`config.mk`:
```
export PLATFORM = sky130hd
export DESIGN_NAME = diff_drive_ramp
export DESIGN_NICKNAME = d
export VERILOG_FILES = /design/src/rtl/drive_pkg.sv /design/src/rtl/ramp_channel.sv /design/src/rtl/diff_drive_ramp.sv
export SDC_FILE = /design/constraint.sdc
export NUM_CORES = 1
export LEC_CHECK = 0
export BUFFER_PORTS_ARGS = -buffer_cell sky130_fd_sc_hd__buf_4
export CORE_ASPECT_RATIO = 1.5
export CORE_UTILIZATION = 63
export CTS_CLUSTER_DIAMETER = 120
export CTS_CLUSTER_SIZE = 28
export DETAILED_ROUTE_END_ITERATION = 8
export PLACE_DENSITY = 0.82
export SLEW_MARGIN = 40
export SYNTH_ARGS = -nofsm -noshare
export SYNTH_HDL_FRONTEND = slang
export SYNTH_SLANG_ARGS = --single-unit
export TNS_END_PERCENT = 100
```
`constraint.sdc`:
```
create_clock -name clock -period 13.1 [get_ports clock]
set_clock_uncertainty 0.05 [all_clocks]
set_input_delay 2.62 -clock clock [delete_from_list [all_inputs] [get_ports clock]]
set_output_delay 2.62 -clock clock [all_outputs]
set_load 0.01 [all_outputs]
```
`src/rtl/drive_pkg.sv`:
```
// Shared types and arithmetic helpers for the differential drive mixer.
// The helpers work on a wide signed type; callers size-cast the results.
package drive_pkg;

    typedef enum logic [1:0] {
        IDLE     = 2'd0,
        RUN      = 2'd1,
        STOPPING = 2'd2
    } drive_state_t;

    localparam int SPD_W_DEF = 10;

    // Signed per-channel speed at the default SPD_W (one extra bit for sign)
    typedef logic signed [SPD_W_DEF:0] spd_t;

    typedef logic signed [31:0] wide_t;

    function automatic wide_t saturate(input wide_t x, input wide_t lim);
        wide_t r;
        if (x > lim) begin
            r = lim;
        end else if (x < -lim) begin
            r = -lim;
        end else begin
            r = x;
        end
        return r;
    endfunction

    function automatic wide_t step_toward(input wide_t cur, input wide_t tgt, input wide_t step);
        wide_t r;
        if (cur < tgt) begin
            r = (cur + step > tgt) ? tgt : cur + step;
        end else if (cur > tgt) begin
            r = (cur - step < tgt) ? tgt : cur - step;
        end else begin
            r = cur;
        end
        return r;
    endfunction

endpackage

```
`src/rtl/ramp_channel.sv`:
```
// One motor channel: clamps the mixed set-point, holds target/current speed,
// ramps current toward target on ticks and splits it into magnitude/direction.
module ramp_channel
    import drive_pkg::*;
#(
    parameter int IN_W      = 9,
    parameter int SPD_W     = 10,
    parameter int MAX_SPEED = 400,
    parameter int RAMP_STEP = 4
) (
    input  logic                    clock,
    input  logic                    reset_n,
    input  logic                    tick,
    input  logic                    force_zero,
    input  logic                    clear,
    input  logic                    load,
    input  logic signed [IN_W:0]    new_target,
    output logic [SPD_W-1:0]        speed,
    output logic                    dir,
    output logic                    match_d
);

    logic signed [SPD_W:0] tgt_q, tgt_d;
    logic signed [SPD_W:0] cur_q, cur_d;
    logic [SPD_W-1:0]      speed_q, speed_d;
    logic                  dir_q, dir_d;

    // Next target/current; clear wins over load, load over force_zero
    always_comb begin
        tgt_d = tgt_q;
        cur_d = cur_q;
        if (clear) begin
            tgt_d = '0;
            cur_d = '0;
        end else begin
            if (load) begin
                tgt_d = (SPD_W+1)'(saturate(wide_t'(new_target), wide_t'(MAX_SPEED)));
            end else if (force_zero) begin
                tgt_d = '0;
            end else begin
                tgt_d = tgt_q;
            end
            if (tick) begin
                cur_d = (SPD_W+1)'(step_toward(wide_t'(cur_q), wide_t'(tgt_q), wide_t'(RAMP_STEP)));
            end else begin
                cur_d = cur_q;
            end
        end
        speed_d = SPD_W'(cur_d[SPD_W] ? -cur_d : cur_d);
        dir_d   = ~cur_d[SPD_W];
        match_d = (cur_d == tgt_d);
    end

    // Channel state registers
    always_ff @(posedge clock or negedge reset_n) begin
        if (!reset_n) begin
            tgt_q   <= '0;
            cur_q   <= '0;
            speed_q <= '0;
            dir_q   <= 1'b1;
        end else begin
            tgt_q   <= tgt_d;
            cur_q   <= cur_d;
            speed_q <= speed_d;
            dir_q   <= dir_d;
        end
    end

    assign speed = speed_q;
    assign dir   = dir_q;

endmodule

```
`src/rtl/diff_drive_ramp.sv`:
```
// Differential drive mixer: pitch/yaw to per-channel ramped wheel speeds,
// with a run/stop FSM, ramp tick divider, command watchdog and e-stop.
module diff_drive_ramp
    import drive_pkg::*;
#(
    parameter int                NUM_CH        = 2,
    parameter int                IN_W          = 9,
    parameter int                SPD_W         = 10,
    parameter int                MAX_SPEED     = 400,
    parameter int                RAMP_STEP     = 4,
    parameter int                RAMP_DIV      = 100000,
    parameter int                TIMEOUT_TICKS = 500,
    parameter logic [NUM_CH-1:0] YAW_SIGN      = 2'b01
) (
    input  logic                      clock,
    input  logic                      reset_n,
    input  logic                      cmd_valid,
    input  logic signed [IN_W-1:0]    cmd_pitch,
    input  logic signed [IN_W-1:0]    cmd_yaw,
    input  logic                      enable,
    input  logic                      estop,
    output logic [NUM_CH*SPD_W-1:0]   speed,
    output logic [NUM_CH-1:0]         dir,
    output logic                      run_en,
    output logic                      at_target,
    output logic                      timed_out
);

    localparam int TICK_W = (RAMP_DIV > 1) ? $clog2(RAMP_DIV) : 1;
    localparam int WD_W   = $clog2(TIMEOUT_TICKS + 1);
    localparam logic [TICK_W-1:0] TICK_LAST = TICK_W'(RAMP_DIV - 1);
    localparam logic [WD_W-1:0]   WD_LIMIT  = WD_W'(TIMEOUT_TICKS);

    drive_state_t         state_q, state_d;
    logic [TICK_W-1:0]    tick_cnt_q, tick_cnt_d;
    logic [WD_W-1:0]      wd_q, wd_d;
    logic                 run_en_q, at_target_q, at_target_d, timed_out_q, timed_out_d;
    logic                 tick_s, accept_s, expire_s, all_zero_s, force_zero_s;
    logic [NUM_CH-1:0]    match_s;
    logic signed [IN_W:0] pitch_x_s, yaw_x_s;

    assign pitch_x_s = {cmd_pitch[IN_W-1], cmd_pitch};
    assign yaw_x_s   = {cmd_yaw[IN_W-1], cmd_yaw};

    for (genvar i = 0; i < NUM_CH; i++) begin : g_ch
        logic signed [IN_W:0] mix_s;

        // Differential mix; widened by one bit so pitch +/- yaw cannot wrap
        always_comb begin
            if (YAW_SIGN[i]) begin
                mix_s = pitch_x_s + yaw_x_s;
            end else begin
                mix_s = pitch_x_s - yaw_x_s;
            end
        end

        ramp_channel #(
            .IN_W      (IN_W),
            .SPD_W     (SPD_W),
            .MAX_SPEED (MAX_SPEED),
            .RAMP_STEP (RAMP_STEP)
        ) u_ch (
            .clock      (clock),
            .reset_n    (reset_n),
            .tick       (tick_s),
            .force_zero (force_zero_s),
            .clear      (estop),
            .load       (accept_s),
            .new_target (mix_s),
            .speed      (speed[i*SPD_W +: SPD_W]),
            .dir        (dir[i]),
            .match_d    (match_s[i])
        );
    end

    // Control decode and next-state for FSM, tick divider and watchdog
    always_comb begin
        tick_s       = (tick_cnt_q == TICK_LAST);
        tick_cnt_d   = tick_s ? '0 : tick_cnt_q + TICK_W'(1);
        accept_s     = cmd_valid & enable & ~estop;
        expire_s     = (state_q == RUN) && tick_s && ((wd_q + WD_W'(1)) == WD_LIMIT);
        all_zero_s   = (speed == '0);
        force_zero_s = (state_q != RUN);

        if (accept_s || (state_q != RUN)) begin
            wd_d = '0;
        end else if (tick_s) begin
            wd_d = wd_q + WD_W'(1);
        end else begin
            wd_d = wd_q;
        end

        if (accept_s) begin
            timed_out_d = 1'b0;
        end else if (expire_s) begin
            timed_out_d = 1'b1;
        end else begin
            timed_out_d = timed_out_q;
        end

        if (tick_s || estop) begin
            at_target_d = &match_s;
        end else begin
            at_target_d = at_target_q;
        end

        state_d = state_q;
        if (estop) begin
            state_d = IDLE;
        end else begin
            case (state_q)
                IDLE: begin
                    if (accept_s) state_d = RUN;
                    else          state_d = IDLE;
                end
                RUN: begin
                    if (accept_s)      state_d = RUN;
                    else if (expire_s) state_d = STOPPING;
                    else if (!enable)  state_d = STOPPING;
                    else               state_d = RUN;
                end
                STOPPING: begin
                    if (accept_s)        state_d = RUN;
                    else if (all_zero_s) state_d = IDLE;
                    else                 state_d = STOPPING;
                end
                default: state_d = IDLE;
            endcase
        end
    end

    // FSM and control registers
    always_ff @(posedge clock or negedge reset_n) begin
        if (!reset_n) begin
            state_q     <= IDLE;
            tick_cnt_q  <= '0;
            wd_q        <= '0;
            run_en_q    <= 1'b0;
            at_target_q <= 1'b1;
            timed_out_q <= 1'b0;
        end else begin
            state_q     <= state_d;
            tick_cnt_q  <= tick_cnt_d;
            wd_q        <= wd_d;
            run_en_q    <= (state_d != IDLE);
            at_target_q <= at_target_d;
            timed_out_q <= timed_out_d;
        end
    end

    assign run_en    = run_en_q;
    assign at_target = at_target_q;
    assign timed_out = timed_out_q;

endmodule
```
==> summary.txt, run 1 <==
Status
  – Status: complete, but fails checks
  – Violated checks: DRC

Timing
  – Max_slew headroom: 43.85%
  – Endpoints failing setup: 0
  – Setup TNS: 0 ns
  – Fin. Hold Viols: 0
  – Fin. max-slew vios: 0
  – RSZ-0062 raised after global routing: no
  – Period minus WS final: 6.026 ns
  – Final worst-path cycle share: 46.00%
  – Worst-Margin Slew: 0.8353 ns
  – Fmax: 0.1660 GHz

CTS
  – Num CTS Buffers: 9
  – Skew-Pair Late Insertion Delay: 0.35 ns
  – Root buffer selected by CTS: clkbuf_16
  – TritonCTS clock tree: built
  – H-Tree Level Count: 3
  – Post-CTS Setup Inserts: 0
  – Resize count post-CTS: 0
  – CTS Buffer Depth: 2
  – CTS sink cnt: 95
  – CTS clk-pin slew, worst paths: 0.07 ns
  – # hold bufs at CTS: 0

Setup path
  – R2R cell count: 16
  – Kind of critical path: primary input to flip-flop
  – Slowest CP cell: or4b_1
  – Crit path capture type: flip-flop
  – Crit path launch type: primary input
  – Worst-path cell chain: buf_4, inv_1, ha_1, inv_1, fa_1, xor2_1, nor3_1, or4b_1, o211ai_1, a311oi_1, o31ai_1, mux2_4, a2111oi_4, nand4_1, nor4_1, a32o_2
  – Worst Path Arrival: 6.26 ns
  – Most frequent CP cell: inv_1
  – Critical Path Max Stage Delay: 0.45 ns
  – CP max FO: 3
  – Required time worst endpoint: 13.34 ns

Cells and area
  – Nets: 1140
  – Most frequent cells in the layout: 92 x dfrtp_1, 87 x inv_1, 87 x ha_1
  – Most common cell after layout, fill and taps aside: dfrtp_1
  – Fin util: 69.53%
  – Antenna diode count: 0
  – Area Overhead vs Synth: 7.829%
  – Layout cells sized above 1: 11.04%

Detailed routing
  – DRC: 1
  – Via density: 6.483
  – Final ANT Viol Nets: 0
  – DR WL/cell: 19.15 µm
  – Routed via count: 7747
  – Routed Wire Length: 22.89 mm
  – Drt pass-1 iters: 7
  – Starting DRT DRC Count: 573

Global route
  – Gr ovfl total: 0
  – Pin count of the biggest net entering global routing: 65
  – GRT Total Usage: 32.98%
  – First-pass GRT wire length: 37.30 mm
  – Vias in the first global route: 7529
  – Initial antenna violation count: 0

Synthesis
  – Sequential area share after synthesis: 27.29%
  – Share of the synthesized area in the top cell type: 26.38%
  – Async SR Flop Fraction: 100.0%
  – Syn_area_per_cell: 8.631 µm²
  – Post-synth cell types: 93
  – Synth top area cells: dfrtp_1 26%, ha_1 12%, xnor2_1 4.6%
  – Cell Area, Synth: 0.008726 mm²
  – EDFF count, synth: 0
  – Synth area leader: dfrtp_1
  – Syn nets: 1123
  – Yosys warning count: 0
  – Cells after Synth: 1011
  – Primary FF master, synth: dfrtp_1
  – Synth Register Bits: 95

Power
  – Internal: 0.0005014 W
  – Sequential power share: 40.6%
  – Design Power: 0.0007474 W
  – Gate power share: 25.5%
  – NetSw: 0.0002460 W
  – P_leak: 4.314 nW
  – Clk network pwr share: 33.9%
  – Peak supply drop: 55.64 µV
  – Sw Share: 32.91%
  – Pwr per Cell Area: 79.43 mW/mm²

Placed design
  – DP HPWL: 17.98 mm
  – # port buffers: 47
  – Gpl congestion: 0.9926

Min path
  – Hold path depth: 1
  – Hold crit path type: flip-flop to flip-flop

Floorplanning
  – Boundary Pins: 48
  – Die Width: 98.09 µm
  – Initial core utilization: 64.48%
  – Die height: 146.1 µm
  – Row cnt: 52
  – Core Area: 0.01353 mm²
  – Die ar.: 0.01433 mm²

Job
  – MaxCap Viol Count: 0
-- final cells by class --
cell class	count	area, µm²
Clock buffer	9	225.2
Clock inverter	7	62.56
Fill cell	1107	4124
Inverter	90	337.8
Multi-Input combinational cell	779	5798
Sequential cell	95	2381
Tap cell	162	202.7
Timing Repair Buffer	53	401.6
-- state kept, by name, indices dropped and copies added, names as in the netlist --
signal           cells
wd_q                 9
at_target            1
tick_cnt_q          17
g_ch.u_ch.cur_q     22
run_en               1
g_ch.u_ch.tgt_q     22
g_ch.u_ch.speed     18
g_ch.u_ch.dir        2
timed_out            1
state_q              2
-- through the flow --
step	cells	hold slack [ns]	area (µm²)	worst slack, ns
3_3_place_gp	1179	0.4230	9095	6.863
5_1_grt	1195	0.4633	9409	6.752
2_1_floorplan	1011	0.3979	8726	7.164
4_1_cts	1195	0.4337	9398	7.094
6_report	1195	0.4355	9409	7.074
3_5_place_dp	1179	0.4230	9110	6.724
-- Yosys cell counts, types with 14 or more instances --
| cell type | n |
|---|---|
| inv_1 | 87 |
| nor2b_1 | 15 |
| o21ai_0 | 33 |
| a21oi_1 | 63 |
| mux2i_1 | 19 |
| xnor2_1 | 46 |
| nor2_1 | 61 |
| clkbuf_1 | 29 |
| nand2_1 | 77 |
| xor2_1 | 46 |
| ha_1 | 87 |
| nand4_1 | 23 |
| nand3_1 | 28 |
| nor3_1 | 25 |
| a31oi_1 | 14 |
| dfrtp_1 | 92 |
-- worst paths after layout --
kind / endpoint / from / slack, ns
max: at_target$_DFFE_PN1P_ / cmd_pitch[0] / 7.07
min: tick_cnt_q[0]$_DFF_PN0_ / tick_cnt_q[0]$_DFF_PN0_ / 0.44
max reg2reg: g_ch[1].u_ch.speed[8]$_DFF_PN0_ / g_ch[1].u_ch.cur_q[6]$_DFF_PN0_ / 7.39
min reg2reg: tick_cnt_q[0]$_DFF_PN0_ / tick_cnt_q[0]$_DFF_PN0_ / 0.44
max in group asynchronous: g_ch[1].u_ch.speed[3]$_DFF_PN0_ / reset_n / 9.95
min in group asynchronous: g_ch[0].u_ch.cur_q[10]$_DFF_PN0_ / reset_n / 2.15
-- critical path: cells and delay by family --
kind / cells / cell delay, ns
AOI/OAI and AO/OA: 5 / 1.26
and+or+nand+nor: 4 / 1.04
adders and majority gates: 2 / 0.58
muxes: 1 / 0.36
buffers and inverters: 3 / 0.21
xor gates and xnor gates: 1 / 0.19
-- power by group through the flow --
stage / clock (W) / sequential (W) / combinational [W]
after CTS: 0.000256 / 0.000303 / 0.000187
after global routing: 0.000268 / 0.000303 / 0.000208
final: 0.000253 / 0.000303 / 0.000190
after global placement: 0 / 0.000308 / 0.000182
after floorplan: 0 / 0.000307 / 0.000139
after detailed placement: 0 / 0.000308 / 0.000186
-- cell families (layout without fill, tap and decap cells) --
family          count (synthesis)  in the layout  share of synthesized area [%]
xor+xnor                       92             92                          9.234
simple gates                  317            317                          19.27
buf+inv                       137            159                          6.524
mux                            25             25                          2.997
flops                          95             95                          27.29
compound gates                256            256                          21.75
fa+ha+maj                      89             89                          12.93
-- metal layers --
metal	GRT usage, %	share of wire [%]	routed length (µm)
met2	55.46	49	11100
met3	4.404	5.1	1173
met5	0	0	0
met4	22.35	6.8	1561
met1	38.98	40	9052
No activity file was read; power rests on OpenSTA's default activity.
==> inputs of run 2 (changes only) <==
==> constraint.sdc (replaced) <==
create_clock -name clock -period 5.7 [get_ports clock]
set_clock_uncertainty 0.05 [all_clocks]
set_input_delay 1.14 -clock clock [delete_from_list [all_inputs] [get_ports clock]]
set_output_delay 1.14 -clock clock [all_outputs]
set_load 0.01 [all_outputs]
==> run 2 against run 1 <==
Effect of this change:
- the run still ends with DRC left
- first-iteration DRC count decreased by 13%
- sequential power increased by 130%
- via count increased by 2.2%
- final cell count increased by 1.0%
- register-to-register slack got worse by 6.8 ns
- power increased by 140%
- wire length increased by 5.3%
==> summary.txt, run 2 (synthesis results as in run 1) <==
Status
  – Status: complete, but fails checks
  – Violated checks: DRC

Detailed routing
  – Starting DRT DRC Count: 497 (-13%)
  – DR WL/cell: 19.96 µm (+4.2%)
  – Routed via count: 7918 (+2.2%)
  – Routed Wire Length: 24.09 mm (+5.3%)
  – DRC: 1 (unchanged)
  – Drt pass-1 iters: 7 (unchanged)
  – Via density: 6.560 (+1.2%)
  – Final ANT Viol Nets: 0 (unchanged)

Cells and area
  – Layout cells sized above 1: 11.77% (+0.73 points)
  – Fillers: 1128 (+1.9%)
  – Antenna diode count: 0 (unchanged)
  – FF+latch area: 0.002381 mm² (unchanged)
  – Most frequent cells in the layout: 92 x dfrtp_1, 87 x inv_1, 87 x ha_1
  – Area Overhead vs Synth: 8.890%
  – Fin util: 70.21% (+0.68 points)
  – Most common cell after layout, fill and taps aside: dfrtp_1
  – Multi-input logic area: 0.005781 mm² (-0.30%)
  – Nets: 1152 (+1.1%)
  – Design area: 0.009502 mm² (+0.98%)

Setup path
  – Crit path launch type: flip-flop
  – WP buf/inv: 1 (-2)
  – CP max FO: 11 (+8)
  – Crit path capture type: flip-flop
  – RR Startpoint: g_ch[1].u_ch.cur_q[6]$_DFF_PN0_
  – R2R cell count: 17 (+1)
  – Worst-path cell chain: or3_1, nor3_1, nor3b_2, xnor2_1, ha_1, a21o_1, a2111oi_0, o22ai_1, o2bb2ai_1, buf_4, o221ai_1, a211o_1, xnor2_1, a2111oi_0, nand4_1, nor4_1, a32o_2
  – Slowest CP cell: a2111oi_0
  – Critical Path Max Stage Delay: 0.57 ns (+0.12 ns)
  – R2r endpoint: at_target$_DFFE_PN1P_
  – Delay-heaviest family, CP: compound AO/OA/AOI/OAI gates
  – Required time worst endpoint: 5.94 ns (-7.40 ns)
  – Reg2reg setup slack: 0.55 ns (-6.84 ns)
  – Worst Path Arrival: 5.39 ns (-0.87 ns)
  – Kind of critical path: flip-flop to flip-flop

Global route
  – Initial antenna violation count: 0 (unchanged)
  – First-pass GRT wire length: 38.99 mm (+4.5%)
  – Vias in the first global route: 7788 (+3.4%)
  – GRT Total Usage: 34.39% (+1.4 points)
  – Pin count of the biggest net entering global routing: 53 (-18%)
  – Gr ovfl total: 0 (unchanged)

Timing
  – Fin. max-slew vios: 0 (unchanged)
  – Endpoints failing setup: 0 (unchanged)
  – Setup TNS: 0 ns (unchanged)
  – RSZ-0062 raised after global routing: no
  – Fmax: 0.1942 GHz
  – Final worst-path cycle share: 90.32%
  – Period minus WS final: 5.148 ns
  – Max_slew headroom: 44.17% (+0.31 points)
  – Worst-Margin Slew: 0.8164 ns (-0.01884 ns)
  – Fin. Hold Viols: 0 (unchanged)

Power
  – Peak supply drop: 123.7 µV (+120%)
  – P_leak: 4.379 nW (+1.5%)
  – Pwr per Cell Area: 185.8 mW/mm² (+130%)

Job
  – MaxCap Viol Count: 0 (unchanged)

Min path
  – Hold endpoint: tick_cnt_q[0]$_DFF_PN0_
  – Hold Path Origin: tick_cnt_q[0]$_DFF_PN0_
  – Hold path depth: 1 (unchanged)
  – Hold crit path type: flip-flop to flip-flop

Floorplanning
  – Boundary Pins: 48 (unchanged)
  – Die height: 146.1 µm (unchanged)
  – Core Area: 0.01353 mm² (unchanged)
  – Die Width: 98.09 µm (unchanged)
  – Row cnt: 52 (unchanged)
  – Die ar.: 0.01433 mm² (unchanged)
  – Initial core utilization: 64.48% (unchanged)

CTS
  – TritonCTS clock tree: built
  – CTS Buffer Depth: 2 (unchanged)
  – CTS clk-pin slew, worst paths: 0.08 ns (about the same)
  – Num CTS Buffers: 9 (unchanged)
  – # hold bufs at CTS: 0 (unchanged)
  – CTS sink cnt: 95 (unchanged)
  – H-Tree Level Count: 3 (unchanged)
  – Root buffer selected by CTS: clkbuf_16
  – Skew-Pair Late Insertion Delay: 0.36 ns (about the same)

Placed design
  – Gpl congestion: 1.004 (+1.1%)
  – Post-DP Area: 0.009185 mm² (+0.82%)
  – # port buffers: 47 (unchanged)
  – DP HPWL: 18.90 mm (+5.1%)
## run 2: cell count changes in the layout (fill, tap and decap cells not counted), sizes merged
cell,change
buf,+12
clkbuf,+1
inv,-1
## run 2: power by group
part	switching (W)	total (W)	internal (W)
Sequential	0.0000116	0.000696	0.000685
Combinational	0.000284	0.000450	0.000165
Clock	0.000294	0.000619	0.000325
## run 2: how the worst max path moves through the flow
stage | startpoint | end | slack (ns) | cells past startpoint
after floorplan | g_ch[1].u_ch.cur_q[6]$_DFF_PN0_ | at_target$_DFFE_PN1P_ | 0.93 | 17
after global placement | g_ch[1].u_ch.cur_q[6]$_DFF_PN0_ | at_target$_DFFE_PN1P_ | 0.62 | 17
after detailed placement | g_ch[1].u_ch.cur_q[6]$_DFF_PN0_ | at_target$_DFFE_PN1P_ | 0.48 | 17
after CTS | g_ch[1].u_ch.cur_q[6]$_DFF_PN0_ | at_target$_DFFE_PN1P_ | 0.47 | 17
after global routing | g_ch[1].u_ch.cur_q[6]$_DFF_PN0_ | at_target$_DFFE_PN1P_ | 0.12 | 17
final | g_ch[1].u_ch.cur_q[6]$_DFF_PN0_ | at_target$_DFFE_PN1P_ | 0.55 | 17
## run 2: layout make-up
class / count / share of cell area [%]
Tap cell: 162 / 2.133
Clock buffer: 10 / 2.515
Inverter: 90 / 3.555
Timing Repair Buffer: 65 / 5.136
Multi-Input combinational cell: 779 / 60.84
Clock inverter: 6 / 0.7638
Sequential cell: 95 / 25.06
## run 2: per-stage QoR
| step | total power, W | hold WS [ns] | setup WS [ns] | instances |
|---|---|---|---|---|
| floorplan | 0.001025 | 0.3979 | 0.9280 | 1011 |
| global placement | 0.001143 | 0.4204 | 0.6193 | 1191 |
| detailed placement | 0.001148 | 0.4298 | 0.4756 | 1191 |
| CTS | 0.001757 | 0.4402 | 0.4713 | 1207 |
| global route | 0.001834 | 0.4735 | 0.1219 | 1207 |
| finish | 0.001765 | 0.4382 | 0.5517 | 1207 |
## run 2: routing by layer
layer  global-route usage [%]  vias up  part of all wire (%)
met5                        0        -                     0
met4                    21.36        0                   5.8
met3                    4.548       91                   5.8
met2                    59.61      311                    49
met1                    39.88     3784                    39
li1                         -     3732                     -
## run 2: worst register-to-register path, cell delays in order (launching register included)
cell and delay, ns:
dfrtp_1 0.47, or3_1 0.47, nor3_1 0.37, nor3b_2 0.36, xnor2_1 0.16, ha_1 0.26, a21o_1 0.18, a2111oi_0 0.40
o22ai_1 0.21, o2bb2ai_1 0.17, buf_4 0.20, o221ai_1 0.14, a211o_1 0.29, xnor2_1 0.13, a2111oi_0 0.57, nand4_1 0.17
nor4_1 0.29, a32o_2 0.20
## run 2: repair_timing
action                     4_1_cts  5_1_grt
setup endpoints to repair        0        1
buffers inserted                 0        0
gates resized for setup          0        1
